### src/rtl/linear_sched_pkg.sv
// rtl/linear_sched_pkg.sv - shared constants and state type for the linear layer scheduler
package linear_sched_pkg;

    localparam int DEF_DATA_W    = 32;
    localparam int DEF_ADDR_W    = 5;
    localparam int DEF_FRAME_LEN = 20;
    localparam int DEF_OUT_LEN   = 20;
    localparam int DEF_TIMEOUT   = 255;

    localparam logic [1:0] LIN_MODE_CMVN = 2'b00;
    localparam logic [1:0] LIN_MODE_RELU = 2'b01;

    // Requester identity as stored in the grant / last-grant registers
    localparam logic PORT_CMVN = 1'b0;
    localparam logic PORT_RELU = 1'b1;

    typedef enum logic [2:0] {
        IDLE,
        START,
        STREAM,
        DRAIN,
        DONE
    } sched_state_t;

endpackage

### src/rtl/linear_sched_if.sv
// rtl/linear_sched_if.sv - requester, buffer and linear-datapath signals of the scheduler
interface linear_sched_if
    import linear_sched_pkg::*;
#(
    parameter int DATA_W = DEF_DATA_W,
    parameter int ADDR_W = DEF_ADDR_W
) ();

    logic              cmvn_req;
    logic              cmvn_ack;
    logic [ADDR_W-1:0] cmvn_rd_addr;
    logic [DATA_W-1:0] cmvn_rd_data;
    logic              relu_req;
    logic              relu_ack;
    logic [ADDR_W-1:0] relu_rd_addr;
    logic [DATA_W-1:0] relu_rd_data;
    logic              linear_en;
    logic [1:0]        linear_mode;
    logic              lin_in_valid;
    logic [ADDR_W-1:0] lin_in_addr;
    logic [DATA_W-1:0] lin_in_data;
    logic              lin_out_valid;
    logic              busy;
    logic              frame_done;
    logic              err;
    logic              err_clr;

    // Scheduler side
    modport master (
        input  cmvn_req, cmvn_rd_data, relu_req, relu_rd_data, lin_out_valid, err_clr,
        output cmvn_ack, cmvn_rd_addr, relu_ack, relu_rd_addr, linear_en, linear_mode,
               lin_in_valid, lin_in_addr, lin_in_data, busy, frame_done, err
    );

    // Producers, buffers and linear datapath side
    modport slave (
        output cmvn_req, cmvn_rd_data, relu_req, relu_rd_data, lin_out_valid, err_clr,
        input  cmvn_ack, cmvn_rd_addr, relu_ack, relu_rd_addr, linear_en, linear_mode,
               lin_in_valid, lin_in_addr, lin_in_data, busy, frame_done, err
    );

endinterface

### src/rtl/linear_sched_rr_arb2.sv
// rtl/linear_sched_rr_arb2.sv - two-way round-robin arbiter (bit0 CMVN, bit1 ReLU)
module linear_sched_rr_arb2
    import linear_sched_pkg::*;
(
    input  logic       clk,
    input  logic       rst_n,
    input  logic [1:0] req,
    input  logic       advance,
    output logic [1:0] gnt
);

    logic last;

    // A tie goes to whichever side was not served last
    assign gnt[0] = req[0] & (~req[1] | (last == PORT_RELU));
    assign gnt[1] = req[1] & (~req[0] | (last == PORT_CMVN));

    // Remember the side taken when the grant is accepted; starts as ReLU so CMVN wins the first tie
    always_ff @(posedge clk or negedge rst_n) begin
        if (!rst_n)
            last <= PORT_RELU;
        else if (advance && (gnt != 2'b00))
            last <= gnt[1];
    end

endmodule

### src/rtl/linear_sched.sv
// rtl/linear_sched.sv - grants the shared linear layer to CMVN or ReLU and sequences one frame
module linear_sched
    import linear_sched_pkg::*;
#(
    parameter int DATA_W    = DEF_DATA_W,
    parameter int ADDR_W    = DEF_ADDR_W,
    parameter int FRAME_LEN = DEF_FRAME_LEN,
    parameter int OUT_LEN   = DEF_OUT_LEN,
    parameter int TIMEOUT   = DEF_TIMEOUT
) (
    input logic           clk,
    input logic           rst_n,
    linear_sched_if.master bus
);

    localparam int CNT_W  = $clog2(OUT_LEN + 1);
    localparam int IDLE_W = $clog2(TIMEOUT + 1);
    localparam logic [ADDR_W-1:0] LAST_K   = ADDR_W'(FRAME_LEN - 1);
    localparam logic [CNT_W-1:0]  OUT_FULL = CNT_W'(OUT_LEN);
    localparam logic [IDLE_W-1:0] IDLE_MAX = IDLE_W'(TIMEOUT);
    localparam logic [IDLE_W-1:0] IDLE_LIM = IDLE_W'(TIMEOUT - 1);

    sched_state_t      state, state_nxt;
    logic [1:0]        gnt;
    logic              grab;
    logic              grant_relu;
    logic [1:0]        mode_q;
    logic [ADDR_W-1:0] k;
    logic [CNT_W-1:0]  out_cnt;
    logic [IDLE_W-1:0] idle_cnt;
    logic              in_valid_q;
    logic [ADDR_W-1:0] in_addr_q;
    logic [DATA_W-1:0] fwd_data;
    logic              err_q;
    logic              addr_phase;
    logic              out_window;
    logic              timeout_hit;

    assign grab        = (state == IDLE) && (gnt != 2'b00);
    assign addr_phase  = (state == START) || (state == STREAM);
    assign out_window  = addr_phase || (state == DRAIN);
    assign timeout_hit = (state == DRAIN) && !bus.lin_out_valid &&
                         (out_cnt != OUT_FULL) && (idle_cnt == IDLE_LIM);

    linear_sched_rr_arb2 u_arb (
        .clk     (clk),
        .rst_n   (rst_n),
        .req     ({bus.relu_req, bus.cmvn_req}),
        .advance (grab),
        .gnt     (gnt)
    );

    // State register
    always_ff @(posedge clk or negedge rst_n) begin
        if (!rst_n)
            state <= IDLE;
        else
            state <= state_nxt;
    end

    // Next-state: grant, one start cycle, FRAME_LEN addresses, wait for results, ack
    always_comb begin
        state_nxt = state;
        case (state)
            IDLE:    if (grab) state_nxt = START;
            START:   state_nxt = STREAM;
            STREAM:  if (k == LAST_K) state_nxt = DRAIN;
            DRAIN:   if ((out_cnt == OUT_FULL) || timeout_hit) state_nxt = DONE;
            DONE:    state_nxt = IDLE;
            default: state_nxt = IDLE;
        endcase
    end

    // Grant side and linear mode are captured at the grant and held until the next one
    always_ff @(posedge clk or negedge rst_n) begin
        if (!rst_n) begin
            grant_relu <= PORT_CMVN;
            mode_q     <= LIN_MODE_CMVN;
        end else if (grab) begin
            grant_relu <= gnt[1];
            mode_q     <= gnt[1] ? LIN_MODE_RELU : LIN_MODE_CMVN;
        end
    end

    // Element address counter: 0 in START, advances through STREAM, parked at 0 elsewhere
    always_ff @(posedge clk or negedge rst_n) begin
        if (!rst_n)
            k <= '0;
        else if (state == STREAM)
            k <= k + 1'b1;
        else
            k <= '0;
    end

    // Result counter: accepts outputs from START onward so a pipelined linear is fine; saturates
    always_ff @(posedge clk or negedge rst_n) begin
        if (!rst_n)
            out_cnt <= '0;
        else if (state == IDLE)
            out_cnt <= '0;
        else if (out_window && bus.lin_out_valid && (out_cnt != OUT_FULL))
            out_cnt <= out_cnt + 1'b1;
    end

    // Cycles since the last result; only meaningful while streaming or draining
    always_ff @(posedge clk or negedge rst_n) begin
        if (!rst_n)
            idle_cnt <= '0;
        else if (bus.lin_out_valid || !((state == STREAM) || (state == DRAIN)))
            idle_cnt <= '0;
        else if (idle_cnt != IDLE_MAX)
            idle_cnt <= idle_cnt + 1'b1;
    end

    // Forward register: the element addressed in cycle k reaches linear in cycle k+1
    always_ff @(posedge clk or negedge rst_n) begin
        if (!rst_n) begin
            in_valid_q <= 1'b0;
            in_addr_q  <= '0;
        end else begin
            in_valid_q <= (state == STREAM);
            in_addr_q  <= (state == STREAM) ? k : '0;
        end
    end

    // Sticky timeout flag; a clear in the same cycle as a timeout wins
    always_ff @(posedge clk or negedge rst_n) begin
        if (!rst_n)
            err_q <= 1'b0;
        else if (bus.err_clr)
            err_q <= 1'b0;
        else if (timeout_hit)
            err_q <= 1'b1;
    end

    assign fwd_data = grant_relu ? bus.relu_rd_data : bus.cmvn_rd_data;

    assign bus.busy         = (state != IDLE);
    assign bus.linear_en    = (state == START);
    assign bus.frame_done   = (state == DONE);
    assign bus.cmvn_ack     = (state == DONE) && (grant_relu == PORT_CMVN);
    assign bus.relu_ack     = (state == DONE) && (grant_relu == PORT_RELU);
    assign bus.cmvn_rd_addr = (addr_phase && (grant_relu == PORT_CMVN)) ? k : '0;
    assign bus.relu_rd_addr = (addr_phase && (grant_relu == PORT_RELU)) ? k : '0;
    assign bus.linear_mode  = mode_q;
    assign bus.lin_in_valid = in_valid_q;
    assign bus.lin_in_addr  = in_addr_q;
    assign bus.lin_in_data  = in_valid_q ? fwd_data : '0;
    assign bus.err          = err_q;

endmodule
### src/flat_wrapper.sv
// flat-port wrapper written by rule: the top's interface ports become plain ports
module linear_sched_flat import linear_sched_pkg::*;
#(
    parameter int DATA_W    = DEF_DATA_W,
    parameter int ADDR_W    = DEF_ADDR_W,
    parameter int FRAME_LEN = DEF_FRAME_LEN,
    parameter int OUT_LEN   = DEF_OUT_LEN,
    parameter int TIMEOUT   = DEF_TIMEOUT
)
  (clk, rst_n, bus_cmvn_req, bus_cmvn_rd_data, bus_relu_req, bus_relu_rd_data, bus_lin_out_valid, bus_err_clr, bus_cmvn_ack, bus_cmvn_rd_addr, bus_relu_ack, bus_relu_rd_addr, bus_linear_en, bus_linear_mode, bus_lin_in_valid, bus_lin_in_addr, bus_lin_in_data, bus_busy, bus_frame_done, bus_err);
  linear_sched_if #(.DATA_W(DATA_W), .ADDR_W(ADDR_W)) bus_i ();
  input logic clk;
  input logic rst_n;
  input wire logic [$bits(bus_i.cmvn_req)-1:0] bus_cmvn_req;
  input wire logic [$bits(bus_i.cmvn_rd_data)-1:0] bus_cmvn_rd_data;
  input wire logic [$bits(bus_i.relu_req)-1:0] bus_relu_req;
  input wire logic [$bits(bus_i.relu_rd_data)-1:0] bus_relu_rd_data;
  input wire logic [$bits(bus_i.lin_out_valid)-1:0] bus_lin_out_valid;
  input wire logic [$bits(bus_i.err_clr)-1:0] bus_err_clr;
  output wire logic [$bits(bus_i.cmvn_ack)-1:0] bus_cmvn_ack;
  output wire logic [$bits(bus_i.cmvn_rd_addr)-1:0] bus_cmvn_rd_addr;
  output wire logic [$bits(bus_i.relu_ack)-1:0] bus_relu_ack;
  output wire logic [$bits(bus_i.relu_rd_addr)-1:0] bus_relu_rd_addr;
  output wire logic [$bits(bus_i.linear_en)-1:0] bus_linear_en;
  output wire logic [$bits(bus_i.linear_mode)-1:0] bus_linear_mode;
  output wire logic [$bits(bus_i.lin_in_valid)-1:0] bus_lin_in_valid;
  output wire logic [$bits(bus_i.lin_in_addr)-1:0] bus_lin_in_addr;
  output wire logic [$bits(bus_i.lin_in_data)-1:0] bus_lin_in_data;
  output wire logic [$bits(bus_i.busy)-1:0] bus_busy;
  output wire logic [$bits(bus_i.frame_done)-1:0] bus_frame_done;
  output wire logic [$bits(bus_i.err)-1:0] bus_err;
  assign bus_i.cmvn_req = bus_cmvn_req;
  assign bus_i.cmvn_rd_data = bus_cmvn_rd_data;
  assign bus_i.relu_req = bus_relu_req;
  assign bus_i.relu_rd_data = bus_relu_rd_data;
  assign bus_i.lin_out_valid = bus_lin_out_valid;
  assign bus_i.err_clr = bus_err_clr;
  assign bus_cmvn_ack = bus_i.cmvn_ack;
  assign bus_cmvn_rd_addr = bus_i.cmvn_rd_addr;
  assign bus_relu_ack = bus_i.relu_ack;
  assign bus_relu_rd_addr = bus_i.relu_rd_addr;
  assign bus_linear_en = bus_i.linear_en;
  assign bus_linear_mode = bus_i.linear_mode;
  assign bus_lin_in_valid = bus_i.lin_in_valid;
  assign bus_lin_in_addr = bus_i.lin_in_addr;
  assign bus_lin_in_data = bus_i.lin_in_data;
  assign bus_busy = bus_i.busy;
  assign bus_frame_done = bus_i.frame_done;
  assign bus_err = bus_i.err;
  linear_sched #(.DATA_W(DATA_W), .ADDR_W(ADDR_W), .FRAME_LEN(FRAME_LEN), .OUT_LEN(OUT_LEN), .TIMEOUT(TIMEOUT)) u_core (.clk(clk), .rst_n(rst_n), .bus(bus_i));
endmodule
### config.mk
export PLATFORM = sky130hd
export DESIGN_NAME = linear_sched_flat
export DESIGN_NICKNAME = d
export VERILOG_FILES = /design/src/rtl/linear_sched_pkg.sv /design/src/rtl/linear_sched_if.sv /design/src/rtl/linear_sched_rr_arb2.sv /design/src/rtl/linear_sched.sv /design/src/flat_wrapper.sv
export SDC_FILE = /design/constraint.sdc
export NUM_CORES = 1
export LEC_CHECK = 0
export ABC_AREA = 0
export BUFFER_PORTS_ARGS = -buffer_cell sky130_fd_sc_hd__clkbuf_2
export CAP_MARGIN = 0
export CORE_UTILIZATION = 41
export CTS_BUF_LIST = sky130_fd_sc_hd__clkbuf_8
export CTS_CLUSTER_DIAMETER = 150
export DETAILED_ROUTE_END_ITERATION = 8
export GPL_ROUTABILITY_DRIVEN = 0
export PLACE_DENSITY = 0.79
export SYNTH_ARGS = -nofsm -noshare
export SYNTH_HDL_FRONTEND = slang
export SYNTH_SLANG_ARGS = --single-unit
### constraint.sdc
create_clock -name clk -period 1.5 [get_ports clk]
set_input_delay 0.15 -clock clk [delete_from_list [all_inputs] [get_ports clk]]
set_output_delay 0.15 -clock clk [all_outputs]
set_load 0.005 [all_outputs]
==> run summary <==
The internal power of the cells came out at 3.410 mW. The clock reaches the later pin of the worst-skew pair after 0.28 ns. The synthesized design contains 0 enable-type register cells.

At the worst endpoint, the required time is 1.35 ns. The area added between synthesis and finish was 53.42%. The share of cells above drive strength 1 works out to 50.13%. The completed layout was analyzed and its total power is 5.356 mW. Sequential elements use 35.44% of the synthesized area.

The tools report the worst hold path endpoint as u_core.bus.err. The clock share of power came out at 19.2%. The type of the most critical hold path was in -> reg. The placed cell count was 420.

The placed instances occupy a cell area of 2879 µm². The setup path with the least slack is of type reg -> out. The tools report the final setup skew as 0.004724 ns.

For this run, the top clock speed supported by timing is 622.0 MHz. The tools report the post-synthesis cell type count as 45. The total iterations of the first detailed-routing run was 4; the area of the die was 5467 µm². In the routed design, unresolved DRC markers number 0.

Summing over every cut layer, the via total after detailed routing is 2,249. Dividing the final minimum period by the clock period gives 107.2%. TritonCTS built the clock tree. The area used by multi-input combinational logic is 1354 µm², and the worst voltage drop across the vdd grid is 999.0 µV. The tools report the switching power summed over all nets as 1.946 mW. The logs give 0 for the final hold violation count and 126 for the I/O pin total.

The tools report the count of max-cap constraint violations as 0. Via count normalized by instance count: 5.111. Synthesis produced a netlist with a net count of 303. The flow ran to the end, but the final reports show violations. The repair_antennas step left the layout with diodes totalling 0.

The first global-routing pass estimated 8.735 mm of wire. The routed length per placed instance came out at 14.82 µm. The average cell area after synthesis is 9.307 µm², and the remaining number of nets flagged by the antenna check after routing is 0. The startpoint identified for the worst hold timing path is bus_err_clr.

The max-slew violation count is 0. The time the worst path needs with I/O delays and setup was 1.608 ns; the count of synthesis-stage warnings from yosys was 0. Across every metal layer, demand over resource in global routing totals 20.68%. The run gives 447 as the layout net count. The run gives 440 as the non-filler instance count after layout. The floorplan has 25 rows. Number of design-rule violations left by the first detailed-router iteration: 45. Along the worst path, the maximum fanout reaches 5. In this run the standard cell core region covers 4848 µm². The endpoint of the worst-slack reg-to-reg timing path is u_core.out_cnt[1]. The clock tree synthesis step divided the H-tree into 2 levels. Main flop type after synthesis: sky130_fd_sc_hd__dfrtp_1.

Source of the worst register-to-register timing path: u_core.out_cnt[1]. For the total clock sinks, the log shows 30. The startpoint kind of the worst setup timing path is a flop.

The share of total power consumed by net switching was 36.33%; the cell depth of the worst hold path was 2. The combinational share of power was 55.7%; the storage element area was 757.0 µm². The initial antenna violation count came out at 0. The checks that failed: negative setup slack.

Counting flops with an async set or reset pin after synthesis yields a share of 100.0%. The tools report the worst-case register-to-register setup slack as 0 ns. The run gives 5 as the number of buffers added by the clock tree synthesis step. In this run the horizontal extent of the chip is 73.94 µm. The logs give 4.414 mm for the detailed placer's ending HPWL and 2122 µm² for the combined area of all synthesized cells. Wires add up to 6.519 mm.

Counting flops and latches in the post-synthesis netlist gives 30. After clock tree synthesis, the clock-pin slew on the worst setup and hold paths is 0.07 ns. The depth of the worst register-to-register path was 6. After global routing the overflow that remains totals 0. The synthesized netlist cell count is 228.

The leakage power is 1.655 nW, and the maximum number of pins on one net before global-route repair is 34. The worst setup margin is -0.1078 ns. The overall die height is 73.94 µm. In this run the deepest clock path goes through 2 buffers. Setup violations remaining at the end of the flow were counted as 41. In this run the clock root is driven by a sky130_fd_sc_hd__clkbuf_8. The worst setup path is captured at a primary output. Worst hold slack across all endpoints: 0.02032 ns. Sequential cells account for 25.1% of the total power. The logs give 365 for the number of fill cells in the layout and 1.46 ns for the arrival time of the worst setup path.

The via count of the first global-routing pass came out at 1,874. Power spread over the standard cell area amounts to 1645 nW/µm². The finished cells cover 3256 µm². Setup repair after global routing could not meet its margin everywhere. During placement, the flow inserted port buffers numbering 124.

Once the floorplan was initialized, standard cells occupied 43.77% of the core.
[cell usage in the layout (no fill, tap or decap), drive strengths merged, types with 2 or more instances in the layout]
| cell type | synthesis | final |
|---|---|---|
| a21oi | 8 | 8 |
| a31oi | 6 | 6 |
| and2 | 18 | 18 |
| and3 | 2 | 2 |
| and4b | 2 | 2 |
| buf | 8 | 26 |
| bufinv | 0 | 2 |
| clkbuf | 5 | 129 |
| dfrtp | 29 | 29 |
| ha | 5 | 5 |
| inv | 8 | 8 |
| mux2i | 34 | 34 |
| nand2 | 8 | 8 |
| nand3 | 6 | 6 |
| nand4 | 5 | 5 |
| nor2 | 6 | 6 |
| nor2b | 33 | 33 |
| nor3 | 8 | 8 |
| nor3b | 3 | 3 |
| nor4 | 2 | 2 |
| o21ai | 3 | 3 |
| o21bai | 2 | 2 |
| o31ai | 4 | 4 |
| or3b | 2 | 2 |
| xnor2 | 2 | 2 |
| xor2 | 2 | 2 |
[logic make-up after synthesis]
logic type | synth area share, %
flops | 35.44
xor+xnor | 1.651
buf+inv | 4.540
simple gates | 29.36
mux | 16.04
fa+ha+maj | 2.948
other cells | 0.1767
compound gates | 9.847
[flip-flops by register name (all words and copies together), names as in the netlist]
name / count
u_core.bus.linear_mode: 1
u_core.bus.lin_in_addr: 5
u_core.state: 3
u_core.bus.lin_in_valid: 1
u_core.k: 5
u_core.bus.err: 1
u_core.out_cnt: 5
u_core.idle_cnt: 8
u_core.u_arb.last: 1
[power by group through the flow]
stage	Sequential (mW)	Combinational (mW)	Clock (mW)
after floorplan	1.24	1.53	0
after global placement	1.31	2.42	0
after detailed placement	1.32	2.48	0
after CTS	1.30	2.67	1.03
after global routing	1.39	3.26	1.07
final	1.35	2.98	1.03
[per-layer routing]
metal,vias up,global-route usage [%],part of all wire [%]
met1,1067,24.94,41
met2,82,37.58,53
met4,0,5.983,1.6
met5,-,0,0
li1,1088,-,-
met3,12,3.659,4.8
[worst max-delay path by stage]
| stage | startpoint | to | slack (ns) |
|---|---|---|---|
| 5_1_grt | u_core.state[1] | bus_cmvn_rd_addr[4] | -0.16 |
| 4_1_cts | u_core.state[1] | bus_cmvn_rd_addr[4] | -0.10 |
| 3_5_place_dp | u_core.out_cnt[1] | u_core.out_cnt[3] | 0.04 |
| 2_1_floorplan | u_core.out_cnt[0] | u_core.out_cnt[3] | 0.07 |
| 3_3_place_gp | u_core.out_cnt[1] | u_core.out_cnt[3] | 0.11 |
| 6_report | u_core.state[0] | bus_cmvn_rd_addr[4] | -0.11 |
[critical path: stages, from the launching register on]
cell                       delay, ns
sky130_fd_sc_hd__dfrtp_2        0.44
sky130_fd_sc_hd__xnor2_2        0.24
sky130_fd_sc_hd__nor3_2         0.07
sky130_fd_sc_hd__buf_4          0.16
sky130_fd_sc_hd__and2_4         0.14
sky130_fd_sc_hd__clkbuf_2       0.11
[repair_timing]
| action | in CTS | in global routing |
|---|---|---|
| setup endpoints to repair | 16 | 49 |
| resized for setup | 9 | 24 |
| cloned | 0 | 3 |
| pin swaps | 2 | 3 |
| hold buffers | 1 | 0 |
| setup buffers | 6 | 2 |
| hold endpoints to repair | 29 | 0 |
[synthesized netlist by cell type (3+ instances only)]
cell | count | share of area (%)
sky130_fd_sc_hd__a21oi_1 | 8 | 1.9
sky130_fd_sc_hd__nand3_1 | 6 | 1.4
sky130_fd_sc_hd__buf_2 | 5 | 1.2
sky130_fd_sc_hd__inv_1 | 8 | 1.4
sky130_fd_sc_hd__o21ai_0 | 3 | 0.71
sky130_fd_sc_hd__dfrtp_1 | 29 | 34
sky130_fd_sc_hd__clkbuf_1 | 5 | 0.88
sky130_fd_sc_hd__a31oi_1 | 6 | 1.8
sky130_fd_sc_hd__buf_4 | 3 | 1.1
sky130_fd_sc_hd__nand4_1 | 5 | 1.5
sky130_fd_sc_hd__ha_1 | 5 | 2.9
sky130_fd_sc_hd__and2_1 | 18 | 5.3
sky130_fd_sc_hd__nor2_1 | 6 | 1.1
sky130_fd_sc_hd__nor2b_1 | 33 | 9.7
sky130_fd_sc_hd__o31ai_1 | 4 | 1.4
sky130_fd_sc_hd__nand2_1 | 8 | 1.4
sky130_fd_sc_hd__mux2i_1 | 34 | 16
sky130_fd_sc_hd__nor3_1 | 7 | 1.7
[area by class of cell]
class,instances,area share (%)
flip-flops and latches,30,23.25
well taps,67,2.575
inverters,8,0.9224
clock buffers,6,2.537
repair buffers,150,27.29
multi-input cells,177,41.58
clock inverters,2,1.845
[metrics by stage]
stage | utilization [%] | setup slack, ns | setup TNS (ns)
3_5_place_dp | 59.38 | 0.03733 | 0
3_3_place_gp | 59.38 | 0.1080 | 0
5_1_grt | 67.15 | -0.1580 | -4.600
4_1_cts | 64.13 | -0.1035 | -0.9477
6_report | 67.15 | -0.1078 | -1.772
2_1_floorplan | - | 0.07079 | 0
(Power assumes the default switching activity.)
